**config.mk**
```make
export PLATFORM = sky130hd
export DESIGN_NAME = pe_mac_acc
export DESIGN_NICKNAME = d
export VERILOG_FILES = /design/src/rtl/pe_pkg.sv /design/src/rtl/pe_adder_tree.sv /design/src/rtl/pe_mac_acc.sv
export SDC_FILE = /design/constraint.sdc
export NUM_CORES = 2
export LEC_CHECK = 0
export ABC_AREA = 1
export CORE_MARGIN = 2
export CORE_UTILIZATION = 44
export DETAILED_ROUTE_END_ITERATION = 8
export PLACE_DENSITY = 0.62
export SLEW_MARGIN = 15
export SYNTH_ARGS = -nofsm -noshare
export SYNTH_HDL_FRONTEND = slang
export SYNTH_HIERARCHICAL = 1
export SYNTH_SLANG_ARGS = --single-unit
```
**constraint.sdc**
```tcl
create_clock -name clk -period 20.2 [get_ports clk]
set_input_delay 4.04 -clock clk [delete_from_list [all_inputs] [get_ports clk]]
set_output_delay 4.04 -clock clk [all_outputs]
set_load 0.005 [all_outputs]
```
**src/rtl/pe_pkg.sv**
```systemverilog
// Shared helpers and default widths for the CNN processing element.
package pe_pkg;

    function automatic int clog2(input int n);
        int r;
        r = 0;
        while ((1 << r) < n) r++;
        return r;
    endfunction

    // Clamp v to the signed range of a w-bit value.
    function automatic logic signed [63:0] sat_signed(input logic signed [63:0] v, input int w);
        logic signed [63:0] hi;
        logic signed [63:0] lo;
        hi = (64'sd1 <<< (w - 1)) - 64'sd1;
        lo = -hi - 64'sd1;
        if (v > hi) return hi;
        if (v < lo) return lo;
        return v;
    endfunction

    localparam int PE_DATA_W = 8;
    localparam int PE_N_CELL = 9;
    localparam int PROD_W    = 2 * PE_DATA_W;
    localparam int TREE_W    = PROD_W + clog2(PE_N_CELL);

endpackage

```
**src/rtl/pe_adder_tree.sv**
```systemverilog
// Balanced signed adder tree: leaves padded to a power of two, summed as a heap.
module pe_adder_tree
    import pe_pkg::*;
#(
    parameter int N     = PE_N_CELL,
    parameter int IN_W  = PROD_W,
    parameter int OUT_W = TREE_W
) (
    input  logic [N-1:0][IN_W-1:0] in_i,
    output logic signed [OUT_W-1:0] sum_o
);
    localparam int L = 1 << clog2(N);

    logic signed [OUT_W-1:0] node [1:2*L-1];

    // Node i sums children 2i and 2i+1; leaves occupy L..2L-1.
    always_comb begin
        for (int i = 0; i < N; i++) node[L+i] = OUT_W'($signed(in_i[i]));
        for (int i = N; i < L; i++) node[L+i] = '0;
        for (int i = L - 1; i >= 1; i--) node[i] = node[2*i] + node[2*i+1];
    end

    assign sum_o = node[1];

endmodule

```
**src/rtl/pe_mac_acc.sv**
```systemverilog
// Multi-beat MAC processing element with bias, round/shift/saturate and back-pressure.
// Define PE_RELU_EN to clamp negative results to zero.
module pe_mac_acc
    import pe_pkg::*;
#(
    parameter int DATA_W  = 8,
    parameter int N_CELL  = 9,
    parameter int BIAS_W  = 16,
    parameter int ACC_W   = 24,
    parameter int OUT_W   = 8,
    parameter int STEP_W  = 3,
    parameter int SHIFT_W = 3
) (
    input  logic                       clk,
    input  logic                       reset,
    input  logic                       in_valid,
    output logic                       in_ready,
    input  logic [DATA_W*N_CELL-1:0]   in_data,
    input  logic [DATA_W*N_CELL-1:0]   in_weight,
    input  logic [BIAS_W-1:0]          bias,
    input  logic [STEP_W-1:0]          step,
    input  logic [SHIFT_W-1:0]         shift,
    output logic                       out_valid,
    input  logic                       out_ready,
    output logic [OUT_W-1:0]           out_data
);
    localparam int PW = 2 * DATA_W;
    localparam int TW = PW + clog2(N_CELL);

    logic                      advance, take, first, last;
    logic [STEP_W-1:0]         cnt_q, step_q;
    logic [SHIFT_W-1:0]        shift_q;
    logic [N_CELL-1:0][PW-1:0] prod_d, prod_q;
    logic                      s1_vld_q, s1_first_q, s1_last_q;
    logic [BIAS_W-1:0]         s1_bias_q;
    logic [SHIFT_W-1:0]        s1_shift_q;
    logic signed [TW-1:0]      tree_sum;
    logic signed [ACC_W-1:0]   acc_q, acc_d;
    logic                      sat_q, sat_d;
    logic                      out_vld_q;
    logic [OUT_W-1:0]          out_q, res_d;
    logic signed [63:0]        base64, sum64, sat64, rnd64, rsh64, o64;

    // One stall signal freezes both stages while a result waits downstream.
    assign advance   = !(out_vld_q && !out_ready);
    assign in_ready  = advance;
    assign take      = in_valid && advance;
    assign first     = (cnt_q == '0);
    assign last      = (cnt_q == (first ? step : step_q));
    assign out_valid = out_vld_q;
    assign out_data  = out_q;

    for (genvar i = 0; i < N_CELL; i++) begin : g_lane
        logic signed [DATA_W-1:0] a, w;
        assign a         = in_data[(N_CELL-i)*DATA_W-1 -: DATA_W];
        assign w         = in_weight[(N_CELL-i)*DATA_W-1 -: DATA_W];
        assign prod_d[i] = PW'(a) * PW'(w);
    end

    always_ff @(posedge clk or negedge reset) begin
        if (!reset) begin
            cnt_q   <= '0;
            step_q  <= '0;
            shift_q <= '0;
        end else if (take) begin
            cnt_q <= last ? '0 : cnt_q + 1'b1;
            if (first) begin
                step_q  <= step;
                shift_q <= shift;
            end
        end
    end

    always_ff @(posedge clk or negedge reset) begin
        if (!reset) begin
            s1_vld_q   <= 1'b0;
            prod_q     <= '0;
            s1_first_q <= 1'b0;
            s1_last_q  <= 1'b0;
            s1_bias_q  <= '0;
            s1_shift_q <= '0;
        end else if (advance) begin
            s1_vld_q <= in_valid;
            if (take) begin
                prod_q     <= prod_d;
                s1_first_q <= first;
                s1_last_q  <= last;
                s1_bias_q  <= bias;
                s1_shift_q <= first ? shift : shift_q;
            end
        end
    end

    pe_adder_tree #(.N(N_CELL), .IN_W(PW), .OUT_W(TW)) u_tree (
        .in_i  (prod_q),
        .sum_o (tree_sum)
    );

    // Once the group has clipped, the accumulator stays pinned at the rail.
    always_comb begin
        base64 = s1_first_q ? 64'($signed(s1_bias_q)) : 64'(acc_q);
        sum64  = 64'(tree_sum) + base64;
        sat64  = sat_signed(sum64, ACC_W);
        if (!s1_first_q && sat_q) begin
            acc_d = acc_q;
            sat_d = 1'b1;
        end else begin
            acc_d = ACC_W'(sat64);
            sat_d = (sat64 != sum64);
        end
        rnd64 = (64'sd1 <<< s1_shift_q) >>> 1;
        rsh64 = (64'(acc_d) + rnd64) >>> s1_shift_q;
        o64   = sat_signed(rsh64, OUT_W);
`ifdef PE_RELU_EN
        if (o64 < 0) o64 = '0;
`endif
        res_d = OUT_W'(o64);
    end

    always_ff @(posedge clk or negedge reset) begin
        if (!reset) begin
            acc_q     <= '0;
            sat_q     <= 1'b0;
            out_q     <= '0;
            out_vld_q <= 1'b0;
        end else begin
            if (advance && s1_vld_q) begin
                if (s1_last_q) begin
                    out_q <= res_d;
                    acc_q <= '0;
                    sat_q <= 1'b0;
                end else begin
                    acc_q <= acc_d;
                    sat_q <= sat_d;
                end
            end
            if (advance && s1_vld_q && s1_last_q) out_vld_q <= 1'b1;
            else if (out_ready)                   out_vld_q <= 1'b0;
        end
    end

endmodule

```
==> Word-level counts from Yosys, hierarchy flattened <==
Index checks and enable logic that the tools add are counted.
Widths: inputs -> output; s select.
{ "op_classes": {"n_addsub": 11, "n_lt_le_gt_ge": 4, "reduce_logical": 12, "n_mul": 9, "eq_ne": 2, "shifts": 2, "muxes": 24, "n_bitwise": 1} }
{ "op_table": {"columns": ["op", "count"], "rows": [
  ["$mux 64", 5],
  ["$mul 8x8->16", 9],
  ["$add 16x16->17", 4],
  ["$add 20x64->64", 1],
  ["$add 24x63->64", 1],
  ["$gt 64x24->1 const B", 1],
  ["$gt 64x8->1 const B", 1],
  ["$lt 64x24->1 const B", 1],
  ["$lt 64x8->1 const B", 1],
  ["$ne 64x64->1", 1],
  ["$sshl 2x3->64 const A", 1],
  ["$sshr 64x3->64", 1],
  ["$add 20x20->20", 3],
  ["$mux 24", 2],
  ["$mux 8", 4],
  ["$add 20x16->20", 1],
  ["$mux 1", 10],
  ["$mux 3", 3],
  ["$logic_and 1x1->1", 5],
  ["$reduce_and 2->1", 2],
  ["$add 3x1->3 const B", 1],
  ["$eq 3x3->1", 1],
  ["$logic_not 1->1", 3],
  ["$logic_not 3->1", 1],
  ["other kinds (2)", 2]
]} }
{ "word_totals": {"register_bits": 209, "word_cells": 86, "in_bits": 170, "out_inout_bits": 10} }

==> Logic depth before layout (Yosys ltp) <==
{ "logic_depth": {"depth_word": 18, "mapped_depth": 81, "depth_no_buf": 81} }

==> By module <==
Netlist, hierarchy kept.
{ "modules_own_cells": {"columns": ["module", "seq_area_each_um2", "area_each_um2", "cells_per_inst", "instances"], "rows": [
  ["pe_mac_acc", 5154.9, 35657.9, 4783, 1],
  ["pe_adder_tree", 0.0, 3910.0, 459, 1]
]} }

==> Worst setup path after synthesis <==
No wires, ideal clock.
{ "synth_timing": {"path_kind": "reg-to-reg", "from": "reg prod_q[15] (netlist bit)", "to": "reg out_q[0] (netlist: out_data[0])", "setup_ps": 117, "period_less_slack_ps": 10775, "path_buffers": 1, "required_ps": 20083, "path_stages_with_launch": 72, "arrival_time_ps": 10658, "slack_ps": 9425, "path_cell_list": "dfrtp_1 > inv_1 > fa_1 > inv_1 > fa_1 > inv_1 > fa_1 > fa_1 > inv_1 > ha_1 > a21oi_1 > o21ai_0 > a21oi_1 > nand2_1 > nand2_1 > nand2_1 > ha_1 > nand2_1 > (+36 left out) > ha_1 > nand2_1 > nand3_1 > o21ai_0 > o21ai_0 > nand2_1 > nor3_1 > nand4_1 > nor4_1 > nand4_1 > nor2_1 > nand3_1 > nor2_1 > nand4_1 > nand2_2 > nand2_1 > nand2_1 > nand2_1"} }
{ "synth_via": {"elab_chain_cells": 18, "elab_cells_between_ends": 24, "classes_between": "add/sub (6); order compare (4); shift (1); mux (13)"} }
{ "synth_lines": {"columns": ["item", "line_no", "text"], "rows": [
  ["start, declared", "pe_mac_acc.sv:33", "logic [N_CELL-1:0][PW-1:0] prod_d, prod_q;"],
  ["start signal, assigned", "pe_mac_acc.sv:85", "prod_q <= prod_d;"],
  ["$add 16x16->17 *", "pe_adder_tree.sv:20", "for (int i = L - 1; i >= 1; i--) node[i] = node[2*i] + node[2*i+1];"],
  ["$add 20x20->20 * (2 in series)", "pe_adder_tree.sv:20", null],
  ["$add 20x16->20 *", "pe_adder_tree.sv:20", null],
  ["named net tree_sum[19]", "pe_mac_acc.sv:37", "logic signed [TW-1:0] tree_sum;"],
  ["$add 20x64->64 *", "pe_mac_acc.sv:102", "sum64 = 64'(tree_sum) + base64;"],
  ["$lt 64x24->1", "pe_pkg.sv:18", "if (v < lo) return lo;"],
  ["$mux 1 (2 in series)", "pe_pkg.sv:18", null],
  ["$mux 64", "pe_pkg.sv:19", "return v;"],
  ["$mux 64 *", "pe_pkg.sv:18", null],
  ["$mux 24 *", "pe_mac_acc.sv:104", "if (!s1_first_q && sat_q) begin"],
  ["$add 24x63->64 *", "pe_mac_acc.sv:112", "rsh64 = (64'(acc_d) + rnd64) >>> s1_shift_q;"],
  ["$sshr 64x3->64 *", "pe_mac_acc.sv:112", null],
  ["$lt 64x8->1", "pe_pkg.sv:18", null],
  ["$mux 1 (2 in series)", "pe_pkg.sv:18", null],
  ["$mux 8", "pe_pkg.sv:19", null],
  ["$mux 8 *", "pe_pkg.sv:18", null],
  ["end signal, assigned", "pe_mac_acc.sv:129", "out_q <= res_d;"],
  ["end, declared", "pe_mac_acc.sv:41", "logic [OUT_W-1:0] out_q, res_d;"]
]} }
The timed path passes the listed nets; every way through them passes the cells marked *. The select of a mux whose other input is x is not followed.
A chain may end at the register's enable or synchronous reset.

==> Worst setup path in the final report <==
{ "layout_timing": {"from": "reg prod_q[15] (netlist bit)", "to": "reg out_q[3] (netlist: out_data[3])"} }
The elaborated chain is that of the path after synthesis.

==> results by stage <==
Global route:
- The global-route wire length before repair is 167000 um.
- Entering global routing, the biggest net connects 114 pins.
- The number of global-route vias before repair is 32.7k.
- The aggregate global routing overflow is 0.
- The number of antenna violations at the first check in global routing was 2.
- Global routing used 21.9% of the available tracks.

Timing:
- After layout, the worst path uses 62.0% of the clock period.
- The headroom to the max-slew limit is 31.5%.
- Setup repair after global routing left no endpoint under its margin.
- At the pin with the least slew margin, the transition time is 1.03 ns.
- The final hold violation count was 0.
- The final period demand of the worst path is 12.53 ns.
- The smallest hold slack is 0.482 ns.
- The number of endpoints failing setup at the final stage is 0.
- Static timing analysis puts the maximum clock frequency at 79.8 MHz.
- The post-route clock skew is 0.0259 ns.
- The number of max-slew violations in the final report is 0.
- The setup TNS is 0 ns.

Setup path:
- The highest fanout seen on the critical path is 19.
- The worst register-to-register path has a setup slack of 7.67 ns.
- STA classifies the critical path endpoint as a flop.
- The maximum cell stage delay along the critical path is 0.59 ns.
- The worst setup path is of the reg2reg kind.
- The kind of launch point of the worst setup path is a flop.
- Data arrives at the worst endpoint at 12.95 ns.
- The worst endpoint required time is 20.63 ns.
- The cell with the largest stage delay on the worst path is fa_1.
- By instance count, the cell type seen most on the critical path is nand2_1.

Finish:
- The area added between synthesis and finish is 8.32%.
- The post-layout utilization of the core is 48.3%.
- The library cell used most frequently in the layout, excluding fill and tap cells, is inv_1.
- The post-route netlist has 4.30% of its cells at a drive strength greater than 1.
- The net count of the finished layout is 6355.
- In the layout the commonest cells are 1297 x inv_1, 1293 x nand2_1, 621 x fa_1, 324 x ha_1, 236 x nor2_1.

Clock tree:
- The count of hold-fix buffers inserted at cts is 0.
- The deepest clock path buffer count is 3.
- The number of gates resized after CTS is 0.
- TritonCTS built the clock tree.
- Buffers inserted during clock tree synthesis total 24.
- The post-CTS setup buffer count is 0.
- The clock latency of the later-clocked register in the worst-skew pair is 0.56 ns.
- The H-tree depth is 1.
- The clock root buffer master is clkbuf_16.
- The clock transition time at the flip-flop clock pins of the worst setup and hold paths is 0.06 ns.
- Counting every sink on the clock net gives 206.

Synthesis:
- A synthesized cell averages 7.55 sq um.
- After synthesis, the netlist uses 51 different library cells.
- Counting every instance in the synthesized netlist gives 5242.
- In this run, synthesis produced a sequential element count of 206.
- The sequential share of the synthesized area is 13.0%.
- Synthesis produced a netlist with a net count of 6357.
- The synthesized netlist occupies a cell area of 39600 sq um.
- The Yosys step of the flow raised 6 warnings.

Place:
- The number of I/O port buffers is 179.
- The routability congestion estimate is 0.918.
- Once detailed placement completed, the half-perimeter wirelength came to 82700 um.

Detailed routing:
- Using the TritonRoute via totals, the vias-per-cell ratio works out to 4.87.
- In this run the remaining antenna-violating nets after routing total 0.
- Dividing the detail-routed wire length by the instance count gives 15.2 um.
- The detailed-router iteration count before antenna repair is 8.
- The number of DRC markers in iteration 0 is 1901.
- The final routed wirelength across all metal layers is 97500 um.
- The via count is 31.3k.
- The detailed-route DRC error count is 0.

Floorplan:
- The die area is 92300 sq um.
- 180 I/O pins were placed.
- The floorplan has 109 rows.
- The placeable core area is 88800 sq um.
- From left edge to right edge, the die measures 304 um.
- The die boundary height is 304 um.
- The initial core utilization is 44.6%.

Outcome:
- The run finished with clean final reports.

Flow run:
- The max-capacitance violation count is 0.

Min path:
- The path class of the tightest hold or removal check is reg2reg.
-- per-stage QoR --
step	instances	area, sq um	worst slack (ns)
2_1_floorplan	5242	39600	9.43
3_3_place_gp	6379	42100	8.00
3_5_place_dp	6379	42100	7.70
4_1_cts	6422	42900	7.68
5_1_grt	6422	42900	6.35
6_report	6423	42900	7.67
-- logic make-up after synthesis --
kind of cell | share of synthesized area (%)
AO/OA/AOI/OAI | 6.31
XOR/XNOR | 3.50
buffers and inverters | 14.7
multiplexers | 0.126
flip-flops | 13.0
adder cells (fa/ha/maj) | 41.7
AND/OR/NAND/NOR | 20.7
-- worst max-delay path: cells and delay by family (launching register included) --
kind	cells	cell delay [ns]
adder cells (fa/ha/maj)	10	4.70
flip-flops	1	0.34
AND/OR/NAND/NOR	42	4.89
buffers and inverters	7	0.85
AO/OA/AOI/OAI	8	1.59
-- final timing paths --
kind,startpoint,end,depth (start not counted)
hold / removal,s1_bias_q[11]$_DFFE_PN0P_,s1_bias_q[11]$_DFFE_PN0P_,2
min in group asynchronous,reset,prod_q[17]$_DFFE_PN0P_,1
setup / recovery,prod_q[15]$_DFFE_PN0P_,out_data[3]$_DFFE_PN0P_,67
hold reg to reg,s1_bias_q[11]$_DFFE_PN0P_,s1_bias_q[11]$_DFFE_PN0P_,2
setup reg to reg,prod_q[15]$_DFFE_PN0P_,out_data[3]$_DFFE_PN0P_,67
max in group asynchronous,reset,prod_q[101]$_DFFE_PN0P_,2
-- registers in the layout, summed over array words and instances, names as in the netlist, named ones only --
name and cells:
acc_q 24, s1_vld_q 1, out_valid 1, s1_bias_q 16, s1_first_q 1, sat_q 1
prod_q 144, out_data 8, cnt_q 3, step_q 3, s1_last_q 1
-- Yosys cell counts (all sizes together) --
| library cell | count | share of area, % |
|---|---|---|
| xor2 | 106 | 2.3 |
| a211oi | 6 | 0.11 |
| nor3b | 1 | 0.019 |
| nand2 | 1341 | 13 |
| and2 | 11 | 0.17 |
| clkbuf | 199 | 1.9 |
| nor3 | 23 | 0.30 |
| nor4 | 5 | 0.079 |
| mux2i | 5 | 0.13 |
| nand3b | 5 | 0.095 |
| clkinv | 2 | 0.019 |
| a21boi | 1 | 0.019 |
| a31o | 1 | 0.022 |
| o211ai | 2 | 0.038 |
| buf | 23 | 0.30 |
| o31ai | 37 | 0.70 |
| nand4 | 28 | 0.46 |
| a21oi | 128 | 1.7 |
| or2 | 73 | 1.2 |
| o221ai | 1 | 0.022 |
| a21o | 2 | 0.038 |
| ha | 324 | 10 |
| o21a | 3 | 0.057 |
| o21bai | 16 | 0.30 |
| fa | 621 | 31 |
| a31oi | 9 | 0.14 |
| o311ai | 2 | 0.044 |
| a2111oi | 1 | 0.022 |
| nor2 | 254 | 2.6 |
| o21ai | 218 | 2.8 |
| inv | 1313 | 12 |
| nand3 | 201 | 2.7 |
| o22ai | 22 | 0.35 |
| dfrtp | 206 | 13 |
| xnor2 | 52 | 1.2 |
-- area by class of cell --
class | instances | area [sq um]
clock inverters | 6 | 83.8
fillers | 8894 | 45900
clock buffers | 37 | 699
inverters | 1315 | 4940
multi-input cells | 3499 | 28600
diodes | 1 | 2.50
flip-flops and latches | 206 | 5150
well taps | 1165 | 1460
repair buffers | 194 | 1910
-- layer usage --
metal  wire length (um)  GRT usage [%]  vias to the layer above
li1                   -              -                    15472
met1              44100           29.6                    15242
met2              49200           39.5                      466
met3               2930           1.43                       73
met4               1330           3.24                        0
met5                  0              0                        -
Power is left out: the tool's default activity adds up to more than one toggle a clock period on the data nets, which glitch-free logic cannot reach.
